<file path="src/rtl/mem_arbiter.sv">
// Shares the single memory port between I-cache line refills and MEM-stage data
// accesses: round-robin grant, multi-beat refill bursts, pipeline stall requests.
module mem_arbiter #(
   parameter int unsigned LINE_WORDS = 4
) (
   input  logic                          clk,
   input  logic                          rst,
   input  logic                          ic_req,
   input  logic [31:0]                   ic_addr,
   output logic [31:0]                   ic_rdata,
   output logic                          ic_rvalid,
   output logic [$clog2(LINE_WORDS)-1:0] ic_beat,
   output logic                          ic_done,
   input  logic                          dm_req,
   input  logic                          dm_we,
   input  logic [31:0]                   dm_addr,
   input  logic [31:0]                   dm_wdata,
   input  logic [3:0]                    dm_sel,
   output logic [31:0]                   dm_rdata,
   output logic                          dm_done,
   output logic                          mem_ce,
   output logic                          mem_we,
   output logic [31:0]                   mem_addr,
   output logic [31:0]                   mem_wdata,
   output logic [3:0]                    mem_sel,
   input  logic [31:0]                   mem_rdata,
   input  logic                          mem_ack,
   output logic                          stallreq_ic,
   output logic                          stallreq_dm
);
   localparam int unsigned BW = $clog2(LINE_WORDS);

   typedef enum logic [1:0] {S_IDLE, S_IC_BURST, S_DM_ACC} state_t;
   typedef enum logic {REQ_IC, REQ_DM} req_t;

   state_t           state_q, state_d;
   req_t             last_q, last_d;
   logic [BW-1:0]    beat_q, beat_d, beat_inc;
   logic [31:2+BW]   line_q, line_d;
   logic             mem_ce_q, mem_ce_d, mem_we_q, mem_we_d;
   logic [31:0]      mem_addr_q, mem_addr_d, mem_wdata_q, mem_wdata_d;
   logic [3:0]       mem_sel_q, mem_sel_d;
   logic [31:0]      ic_rdata_q, ic_rdata_d, dm_rdata_q, dm_rdata_d;
   logic             ic_rvalid_q, ic_rvalid_d, ic_done_q, ic_done_d;
   logic [BW-1:0]    ic_beat_q, ic_beat_d;
   logic             dm_done_q, dm_done_d;
   logic             ic_elig, dm_elig;
   logic             unused_line_offset;

   // Word offset within the line is regenerated from the beat counter.
   assign unused_line_offset = ^ic_addr[1+BW:0];

   assign ic_elig  = ic_req & ~ic_done_q;
   assign dm_elig  = dm_req & ~dm_done_q;
   assign beat_inc = beat_q + 1'b1;

   always_comb begin
      state_d     = state_q;
      last_d      = last_q;
      beat_d      = beat_q;
      line_d      = line_q;
      mem_ce_d    = mem_ce_q;
      mem_we_d    = mem_we_q;
      mem_addr_d  = mem_addr_q;
      mem_wdata_d = mem_wdata_q;
      mem_sel_d   = mem_sel_q;
      ic_rdata_d  = ic_rdata_q;
      ic_beat_d   = ic_beat_q;
      dm_rdata_d  = dm_rdata_q;
      ic_rvalid_d = 1'b0;
      ic_done_d   = 1'b0;
      dm_done_d   = 1'b0;
      case (state_q)
         S_IDLE: begin
            if (ic_elig && (!dm_elig || last_q == REQ_DM)) begin
               state_d    = S_IC_BURST;
               last_d     = REQ_IC;
               beat_d     = '0;
               line_d     = ic_addr[31:2+BW];
               mem_ce_d   = 1'b1;
               mem_we_d   = 1'b0;
               mem_sel_d  = 4'hF;
               mem_addr_d = {ic_addr[31:2+BW], {BW{1'b0}}, 2'b00};
            end else if (dm_elig) begin
               state_d     = S_DM_ACC;
               last_d      = REQ_DM;
               mem_ce_d    = 1'b1;
               mem_we_d    = dm_we;
               mem_sel_d   = dm_sel;
               mem_addr_d  = dm_addr;
               mem_wdata_d = dm_wdata;
            end
         end
         S_IC_BURST: begin
            if (mem_ack) begin
               ic_rdata_d  = mem_rdata;
               ic_rvalid_d = 1'b1;
               ic_beat_d   = beat_q;
               beat_d      = beat_inc;
               if (&beat_q) begin
                  ic_done_d = 1'b1;
                  mem_ce_d  = 1'b0;
                  state_d   = S_IDLE;
               end else begin
                  mem_addr_d = {line_q, beat_inc, 2'b00};
               end
            end
         end
         S_DM_ACC: begin
            if (mem_ack) begin
               dm_rdata_d = mem_rdata;
               dm_done_d  = 1'b1;
               mem_ce_d   = 1'b0;
               mem_we_d   = 1'b0;
               state_d    = S_IDLE;
            end
         end
         default: state_d = S_IDLE;
      endcase
   end

   always_ff @(posedge clk) begin
      if (rst) begin
         state_q     <= S_IDLE;
         last_q      <= REQ_DM;
         beat_q      <= '0;
         line_q      <= '0;
         mem_ce_q    <= 1'b0;
         mem_we_q    <= 1'b0;
         mem_addr_q  <= '0;
         mem_wdata_q <= '0;
         mem_sel_q   <= '0;
         ic_rdata_q  <= '0;
         ic_rvalid_q <= 1'b0;
         ic_beat_q   <= '0;
         ic_done_q   <= 1'b0;
         dm_rdata_q  <= '0;
         dm_done_q   <= 1'b0;
      end else begin
         state_q     <= state_d;
         last_q      <= last_d;
         beat_q      <= beat_d;
         line_q      <= line_d;
         mem_ce_q    <= mem_ce_d;
         mem_we_q    <= mem_we_d;
         mem_addr_q  <= mem_addr_d;
         mem_wdata_q <= mem_wdata_d;
         mem_sel_q   <= mem_sel_d;
         ic_rdata_q  <= ic_rdata_d;
         ic_rvalid_q <= ic_rvalid_d;
         ic_beat_q   <= ic_beat_d;
         ic_done_q   <= ic_done_d;
         dm_rdata_q  <= dm_rdata_d;
         dm_done_q   <= dm_done_d;
      end
   end

   assign mem_ce      = mem_ce_q;
   assign mem_we      = mem_we_q;
   assign mem_addr    = mem_addr_q;
   assign mem_wdata   = mem_wdata_q;
   assign mem_sel     = mem_sel_q;
   assign ic_rdata    = ic_rdata_q;
   assign ic_rvalid   = ic_rvalid_q;
   assign ic_beat     = ic_beat_q;
   assign ic_done     = ic_done_q;
   assign dm_rdata    = dm_rdata_q;
   assign dm_done     = dm_done_q;
   assign stallreq_ic = ic_req & ~ic_done_q;
   assign stallreq_dm = dm_req & ~dm_done_q;

endmodule

</file>
<file path="config.mk">
export PLATFORM = sky130hd
export DESIGN_NAME = mem_arbiter
export DESIGN_NICKNAME = d
export VERILOG_FILES = /design/src/rtl/mem_arbiter.sv
export SDC_FILE = /design/constraint.sdc
export NUM_CORES = 1
export LEC_CHECK = 0
export BUFFER_PORTS_ARGS = -buffer_cell sky130_fd_sc_hd__buf_2
export CORE_ASPECT_RATIO = 0.9
export CORE_MARGIN = 5
export CORE_UTILIZATION = 40
export CTS_BUF_LIST = sky130_fd_sc_hd__clkbuf_4 sky130_fd_sc_hd__clkbuf_8
export CTS_CLUSTER_DIAMETER = 40
export DETAILED_ROUTE_END_ITERATION = 16
export PLACE_DENSITY = 0.81
export SLEW_MARGIN = 0
export SYNTH_ARGS = -nofsm -noshare
export SYNTH_HDL_FRONTEND = slang
export SYNTH_SLANG_ARGS = --single-unit
</file>
<file path="constraint.sdc">
create_clock -name clk -period 1.6 [get_ports clk]
set_input_delay 0.32 -clock clk [delete_from_list [all_inputs] [get_ports clk]]
set_output_delay 0.32 -clock clk [all_outputs]
set_load 0.02 [all_outputs]
</file>
-- Word level (Yosys, flattened, before mapping)
Index checks and enable logic that the tools add are counted.
- divide/modulo/power cells: 0
- bitwise operators: 8
- magnitude comparators: 0
- equality and inequality tests: 8
- multipliers: 0
- reduce and logical (&&, ||, !) cells: 22
- shifts and indexed selects: 0
- mux-type cells: 28
- $add $sub $neg: 1
- operator list (operator ; count):
    2-to-1 mux 32 bit ; 4
    case mux 32 bit (2 select lines) ; 1
    2-to-1 mux 2 bit ; 7
    2-to-1 mux 1 bit ; 10
    inequality test 2 bit (second input constant) ; 5
    AND reduction 2 bit ; 5
    AND reduction 3 bit ; 3
    2-to-1 mux 4 bit ; 2
    AND reduction 4 bit ; 2
    inverter 1 bit ; 6
    case mux 2 bit (3 select lines) ; 1
    nonzero test 2 bit ; 3
    AND reduction 5 bit ; 1
    case mux 2 bit (2 select lines) ; 1
    OR reduction 2 bit ; 2
    inequality test 3 bit (second input constant) ; 1
    case mux 1 bit (3 select lines) ; 1
    nonzero test 3 bit ; 1
    OR reduction 3 bit ; 1
    adder 2 x 1 -> 2 bit (second input constant) ; 1
    AND 1 bit ; 2
    == test 2 x 1 -> 1 bit (second input constant) ; 1
    == test 2 bit (second input constant) ; 1
    logical NOT 2 bit ; 1
    4 further kinds ; 4
- bits of input ports: 138
- bits in read-only memories: 0
- memories: 0
- logic and storage cells: 82
- register bits after elaboration: 172
- RAM bits: 0
- latch bits: 0
- output and inout bits: 141

-- Longest topological paths before layout
Gate-level depths: netlist of the first run.
- word-level depth: 7
- mapped depth: 8
- depth with buffers taken out: 6

-- Least setup slack after synthesis of the first run
OpenSTA, ideal clock, no wires.
- kind: register to register
- start point: reg state_q[1]
- end point: reg beat_q[0]
- data required time: 1.463 ns
- setup time: 0.137 ns
- setup slack: -0.067 ns
- arrival: 1.530 ns
- period minus slack after synthesis: 1.667 ns
- buffers on the path: 2
- stages on the path, launching flop included: 9
- path through: dfxtp_1 > inv_1 > ha_1 > buf_2 > inv_1 > clkbuf_1 > nor3_1 > a311oi_1 > a31oi_1
- cells in the longest elaborated chain, start to end: 3
- elaborated cells between the ends (all ways): 7
- those cells by class: eq/ne: 3; mux: 1; reduce/logical: 3
- ends and longest elaborated chain (element ; RTL line ; text):
    start: declaration ; 36 ; state_t state_q, state_d;
    start signal: assignment ; 140 ; state_q <= state_d;
    == test 2 x 1 -> 1 bit / logical NOT 2 bit (equally long branches) ; 73 ; case (state_q)
    inequality test 2 bit (no line) / nonzero test 2 bit (equally long branches) ; n/a ;
    AND reduction 3 bit (no line) ; n/a ;
    end signal: assignment ; 142 ; beat_q <= beat_d;
    end: declaration ; 38 ; logic [BW-1:0] beat_q, beat_d, beat_inc;
Parallel ways exist; a longest one is shown, timed or not.
A chain may end at the register's enable or synchronous reset.

-- Final worst setup path of the first run
- start point: reg dm_done_q (netlist: dm_done)
- end point: reg mem_addr_q[16] (netlist: mem_addr[16])
- cells in the longest elaborated chain, start to end: 7
- elaborated cells between the ends (all ways): 9
- those cells by class: eq/ne: 1; mux: 2; bitwise: 2; reduce/logical: 4
- ends and longest elaborated chain (element ; RTL line ; text):
    start: declaration ; 46 ; logic dm_done_q, dm_done_d;
    start signal: assignment ; 154 ; dm_done_q <= dm_done_d;
    inverter 1 bit * ; 54 ; assign dm_elig = dm_req & ~dm_done_q;
    AND 1 bit * ; 54 ;
    logical NOT 1 bit ; 75 ; if (ic_elig && (!dm_elig || last_q == REQ_DM)) begin
    logical OR 1 bit ; 75 ;
    logical AND 1 bit ; 75 ;
    inequality test 3 bit (no line) / 2-to-1 mux 32 bit (equally long branches) ; n/a ;
    AND reduction 4 bit (no line) / case mux 32 bit (2 select lines) (equally long branches) ; n/a ;
    end signal: assignment ; 146 ; mem_addr_q <= mem_addr_d;
    end: declaration ; 41 ; logic [31:0] mem_addr_q, mem_addr_d, mem_wdata_q, mem_wdata_d;
Mark *: on every way between the ends. The rest lies on a longest branch, timed or not.

==> results.cfg, run 1 <==
[run_status]
status = finished, violations left
violations = negative setup slack

[synthesis]
synth_edf_count = 0
ys_seq_area_share_pct = 49.3
synth_xor_area_share_pct = 0
yosys_warnings = 0
syn_area_mm2 = 0.00698
syn_inst = 821
synth_top_family_by_area = compound AO/OA/AOI/OAI gates
synth_compound_area_share_pct = 21.8
synth_adder_area_share_pct = 0.896
syn_avg_cell_area_um2 = 8.50
synthMuxAreaShare_pct = 4.73
synth_area_leader_cell = dfxtp_1
synth_ff_type = dfxtp_1
syn-num-nets = 964
synth_simple_gate_area_share_pct = 17.5
synth_seq_cells = 172
synth_common_cells = nand2_1, dfxtp_1, a21oi_1, nor2_1, clkbuf_1
ys_types = 47
synthArstFlopShare_pct = 0
yosys-top-cells-area = dfxtp_1, nand2_1, a21oi_1, mux2i_1, a31o_2
yosysMostFrequentCell = nand2_1
yosysTopAreaCellShare_pct = 49.3

[sta]
slew_headroom_pct = 72.9
fin_hold_ws_ns = 0.0866
hold_viol = 0
setup_viol = 36
fin_ws_ns = -0.0836
rsz0062_at_grt = true
tightest_slew_ns = 0.407
maxSlewViolCount = 0
tns_ns = -1.36
min_period_ns = 1.68
clock_skew_ns = 0.0174
fmax_mhz = 594
fin_crit_sh_pct = 105

[critical_path]
endpoint_kind = flop
cp.required_ns = 1.93
cp.arrival_ns = 2.02
crit_fanout = 8
start_kind = flop
crit_type = flop to flop

[cts]
cts_tree = built
clkLatencyLatePin_ns = 0.46
clockBufferDepth = 2
cts_made_buffers = 17
root_buffer = clkbuf_8
cts_sinks = 172
cts_hold_buffers = 0
clk_transition_reported_paths_ns = 0.11
htreeDepth = 4

[global_route]
antenna_found_initial = 0
grt_pass1_vias = 7034
overflow = 0
grt_usage_pct = 21.9
grt_start_max_net_pins = 53
grt_first_pass_wirelength_um = 35700

[final_layout]
utilization_pct = 60.0
syn_to_final_growth_pct = 46.3
layoutNonFillerInstCount = 1369
diodes = 0
final_cell_area_mm2 = 0.0102
drive_above_1_share_pct = 43.1
num-nets-final = 1264
nFillCells = 1454

[routing]
wl_um = 24500
wl_per_cell_um = 17.9
ant_nets = 0
via_per_inst = 5.26
first_pass_iters = 5
vias = 7203
drc_errors = 0
first_iter_violations = 436

[place]
post_dp_cell_area_mm2 = 0.00889
gp_congestion = 0.825
place_ws_ns = -0.265
place_inst = 1310
dp_hpwl_um = 15600
port_buffers = 274

[pwr]
p_leak_nw = 4.42
p_per_area_mw_per_mm2 = 1250
vdd_drop_max_mv = 0.719
total_power_mw = 12.7

[floorplanning]
rows = 45
die_x_um = 149
design.die.area_mm2 = 0.0202
start_util_pct = 41.1
coreArea_mm2 = 0.0170
io_pins = 279
die_y_um = 135

[min_path]
hold_path.class = input port to flop

[run]
cap_viol_max_count = 0
worst max-delay path: stages, from the launching register on:
cell       delay (ns)
dfxtp_2          0.36
buf_6            0.09
nand2b_4         0.15
inv_6            0.05
buf_6            0.11
o32a_1           0.32
buf_6            0.15
clkbuf_16        0.18
o221ai_4         0.06
a21oi_1          0.09
registers in the layout, summed over array words and instances, names as in the netlist:
signal     flops
dm_rdata      32
ic_rdata      32
mem_addr      32
mem_wdata     32
line_q        28
mem_sel        4
beat_q         2
ic_beat        2
state_q        2
dm_done        1
ic_done        1
ic_rvalid      1
last_q         1
mem_ce         1
mem_we         1
final timing paths:
kind / slack, ns / end / start / cells after the start
worst min register to register: 0.46 / dm_rdata[3]$_SDFFE_PP0P_ / dm_rdata[3]$_SDFFE_PP0P_ / 2
worst min-delay path: 0.09 / mem_wdata[12]$_SDFFE_PP0P_ / dm_wdata[12] / 3
worst max-delay path: -0.08 / mem_addr[16]$_SDFFE_PP0P_ / dm_done$_SDFF_PP0_ / 9
worst max register to register: -0.08 / mem_addr[16]$_SDFFE_PP0P_ / dm_done$_SDFF_PP0_ / 9
layer usage:
metal | wire (um) | global-route usage [%]
met1 | 9870 | 25.5
met2 | 12000 | 37.3
met3 | 2230 | 8.43
met4 | 354 | 6.41
met5 | 0 | 0
area by class of cell:
class,instances,area (um2),share of cell area [%]
clock buffer,18,248,2.43
clock inverter,14,166,1.63
inverter,8,50.0,0.490
multi-input combinational,570,3560,34.8
sequential,172,3450,33.8
tap,235,294,2.88
timing repair buffer,352,2440,23.9
cell families (layout without fill, tap and decap cells):
logic type,Yosys count,in the layout
buffers and inverters,79,392
AO/OA/AOI/OAI,233,233
multiplexers,33,33
adder cells (fa/ha/maj),5,5
flip-flops,172,172
AND/OR/NAND/NOR,299,299
placed cells by master (no fill, tap or decap), types with 4 or more instances in the layout:
cell	Yosys	routed
clkinv_8	0	4
nand2_1	223	223
clkbuf_16	0	7
a21boi_1	10	13
mux2i_1	33	31
nand3_1	6	4
a21boi_0	18	12
clkbuf_8	0	18
a21oi_1	129	119
buf_6	8	16
buf_4	6	37
a31o_2	28	28
dfxtp_1	172	168
inv_8	0	7
buf_2	16	271
nor3_1	6	5
nor2b_1	6	5
nor2_1	41	39
o221ai_2	0	22
o221ai_4	0	5
buf_12	0	16
a21oi_2	0	10
power by group:
part / switching [mW] / internal, mW / total (mW)
sequential: 0.283 / 4.76 / 5.04
clock: 1.87 / 1.24 / 3.11
combinational: 2.52 / 2.05 / 4.57
timing repair:
item / 4_1_cts / 5_1_grt
gates cloned: 4 / 9
pin swaps: 4 / 24
resized for setup: 61 / 54
setup endpoints to repair: 104 / 114
setup buffers: 9 / 5
No activity file was read; power rests on OpenSTA's default activity.
==> run 2, diff against run 1 <==
Settings changed: GPL_ROUTABILITY_DRIVEN from default to 1, GPL_TIMING_DRIVEN from default to 0.
==> run 2 against run 1 <==
Against the previous run: the flow still finishes with violations (negative setup slack); power rose by 0.14%; first-iteration DRC count rose by 11%; via count is 3.0% higher; worst setup slack got worse by 0.021 ns; register-to-register slack got worse by 0.02 ns; critical endpoint is now mem_addr[21]$_SDFFE_PP0P_; largest power group unchanged; highest routed layer unchanged.
==> results.cfg, run 2 (synthesized netlist as in run 1, its figures left out) <==
[run_status]
status = finished, violations left
violations = negative setup slack

[pwr]
p_per_area_mw_per_mm2 = 1230
power_frac_comb_pct = 37.4
netSwitchingPower_mw = 4.73
p_seq_share_pct = 39.8
p_leak_nw = 4.47
vdd_drop_max_mv = 0.837
clkPwrFrac_pct = 22.8
total_power_mw = 12.7
intPower_mw = 8.02
swShare_pct = 37.1

[critical_path]
endpoint_kind = flop
cp.arrival_ns = 2.03
path_common_cell = buf_8
cp.depth = 6
critical_path_buf_inv_count = 2
r2r_end = mem_addr[21]$_SDFFE_PP0P_
crit_start = dm_done$_SDFF_PP0_
r2r-start = dm_done$_SDFF_PP0_
r2r_slack_ns = -0.10
crit_chain = or3b_4 -> buf_8 -> buf_8 -> a31o_4 -> o221ai_4 -> a21oi_2
critPathMaxStageDelay_ns = 0.42
crit_fanout = 10
r2r_cells = 6
crit_type = flop to flop
cp-endpoint = mem_addr[21]$_SDFFE_PP0P_
slowest_stage = or3b_4
start_kind = flop
cp.required_ns = 1.93
crit_family = compound AO/OA/AOI/OAI gates

[cts]
clkLatencyLatePin_ns = 0.46
clk_transition_reported_paths_ns = 0.10
htreeDepth = 4
cts_sinks = 172
cts_hold_buffers = 0
cts_made_buffers = 17
root_buffer = clkbuf_8
clockBufferDepth = 2
cts_tree = built

[routing]
drc_errors = 0
first_pass_iters = 5
via_per_inst = 5.34
wl_per_cell_um = 19.0
wl_um = 26500
first_iter_violations = 483
ant_nets = 0
vias = 7422

[global_route]
grt_start_max_net_pins = 18
antenna_found_initial = 0
overflow = 0
grt_usage_pct = 24.1
grt_first_pass_wirelength_um = 38500
grt_pass1_vias = 7267

[final_layout]
utilization_pct = 60.8
layoutNonFillerInstCount = 1391
diodes = 0
multi_input_area_mm2 = 0.00384
most-common-layout-cells = buf_2, nand2_1, dfxtp_1
nFillCells = 1478
num-nets-final = 1286
regArea_mm2 = 0.00346
syn_to_final_growth_pct = 48.2
mostFrequentLayoutCell = buf_2
drive_above_1_share_pct = 46.4

[place]
place_inst = 1329
port_buffers = 273
gp_congestion = 0.891
dp_hpwl_um = 17600

[floorplanning]
die_x_um = 149
rows = 45
die_y_um = 135
start_util_pct = 41.1
coreArea_mm2 = 0.0170
io_pins = 279
design.die.area_mm2 = 0.0202

[sta]
rsz0062_at_grt = true
fmax_mhz = 587
hold_viol = 0
fin_crit_sh_pct = 107
min_period_ns = 1.70
tns_ns = -2.52
setup_viol = 59
tightest_slew_ns = 0.768
fin_ws_ns = -0.104
clock_skew_ns = 0.0121
maxSlewViolCount = 0
slew_headroom_pct = 48.8

[min_path]
hold_path.class = input port to flop
hold_start = dm_wdata[22]

[run]
cap_viol_max_count = 0
[run 2: cell types whose count changed in the layout (fill, tap and decap cells not counted), sizes merged]
cell	change
inv	-1
clkinvlp	+5
clkbuf	+29
buf	-5
bufbuf	-2
clkinv	-4
[run 2: power by group through the flow]
| stage | clock [mW] | combinational [mW] | sequential [mW] |
|---|---|---|---|
| final | 2.91 | 4.77 | 5.07 |
| after floorplan | 0 | 1.72 | 5.54 |
| after detailed placement | 0 | 3.29 | 5.10 |
| after global routing | 3.15 | 5.03 | 5.11 |
| after CTS | 2.96 | 4.23 | 5.03 |
| after global placement | 0 | 3.23 | 5.08 |
[run 2: through the flow]
stage / hold WS [ns] / worst slack, ns / instance area (um2)
final: 0.0912 / -0.104 / 10300
after global routing: 0.0668 / -0.125 / 10300
after CTS: 0.0669 / -0.0837 / 9970
after detailed placement: 0.443 / -0.394 / 8650
after global placement: 0.438 / -0.280 / 8650
after floorplan: 0.436 / 0.00628 / 6990
[run 2: worst min-delay path by stage]
stage | endpoint | cells after the start
floorplan | line_q[10]$_SDFFE_PP0P_ | 2
global placement | dm_rdata[28]$_SDFFE_PP0P_ | 2
detailed placement | dm_rdata[0]$_SDFFE_PP0P_ | 2
CTS | mem_wdata[3]$_SDFFE_PP0P_ | 3
global route | mem_wdata[22]$_SDFFE_PP0P_ | 3
finish | mem_wdata[22]$_SDFFE_PP0P_ | 3
[run 2: layout make-up]
class                      instances  area share [%]
buffer                            70            5.78
clock buffer                      18            2.33
clock inverter                    14            1.26
inverter                           8           0.436
multi-input combinational        570            37.1
sequential                       172            33.5
tap                              235            2.84
timing repair buffer             304            16.8
[run 2: what timing repair did]
action                     4_1_cts  5_1_grt
setup endpoints to repair      150      145
gates resized for setup        195       85
setup buffers                   18        3
gates cloned                     8        2
pin swaps                       42       34
[run 2: worst reg2reg max path, delay by kind of cell (launching register included)]
family | cells | cell delay [ns]
compound gates | 3 | 0.52
buf+inv | 2 | 0.32
flops | 1 | 0.34
simple gates | 1 | 0.42
[run 2: per-layer routing]
layer  up-vias  GRT usage [%]  share of wire, %
li1       3466              -                 -
met1      3503           28.7                38
met2       398           41.9                49
met3        55           7.66                10
met4         0           6.86               2.2
met5         -              0                 0
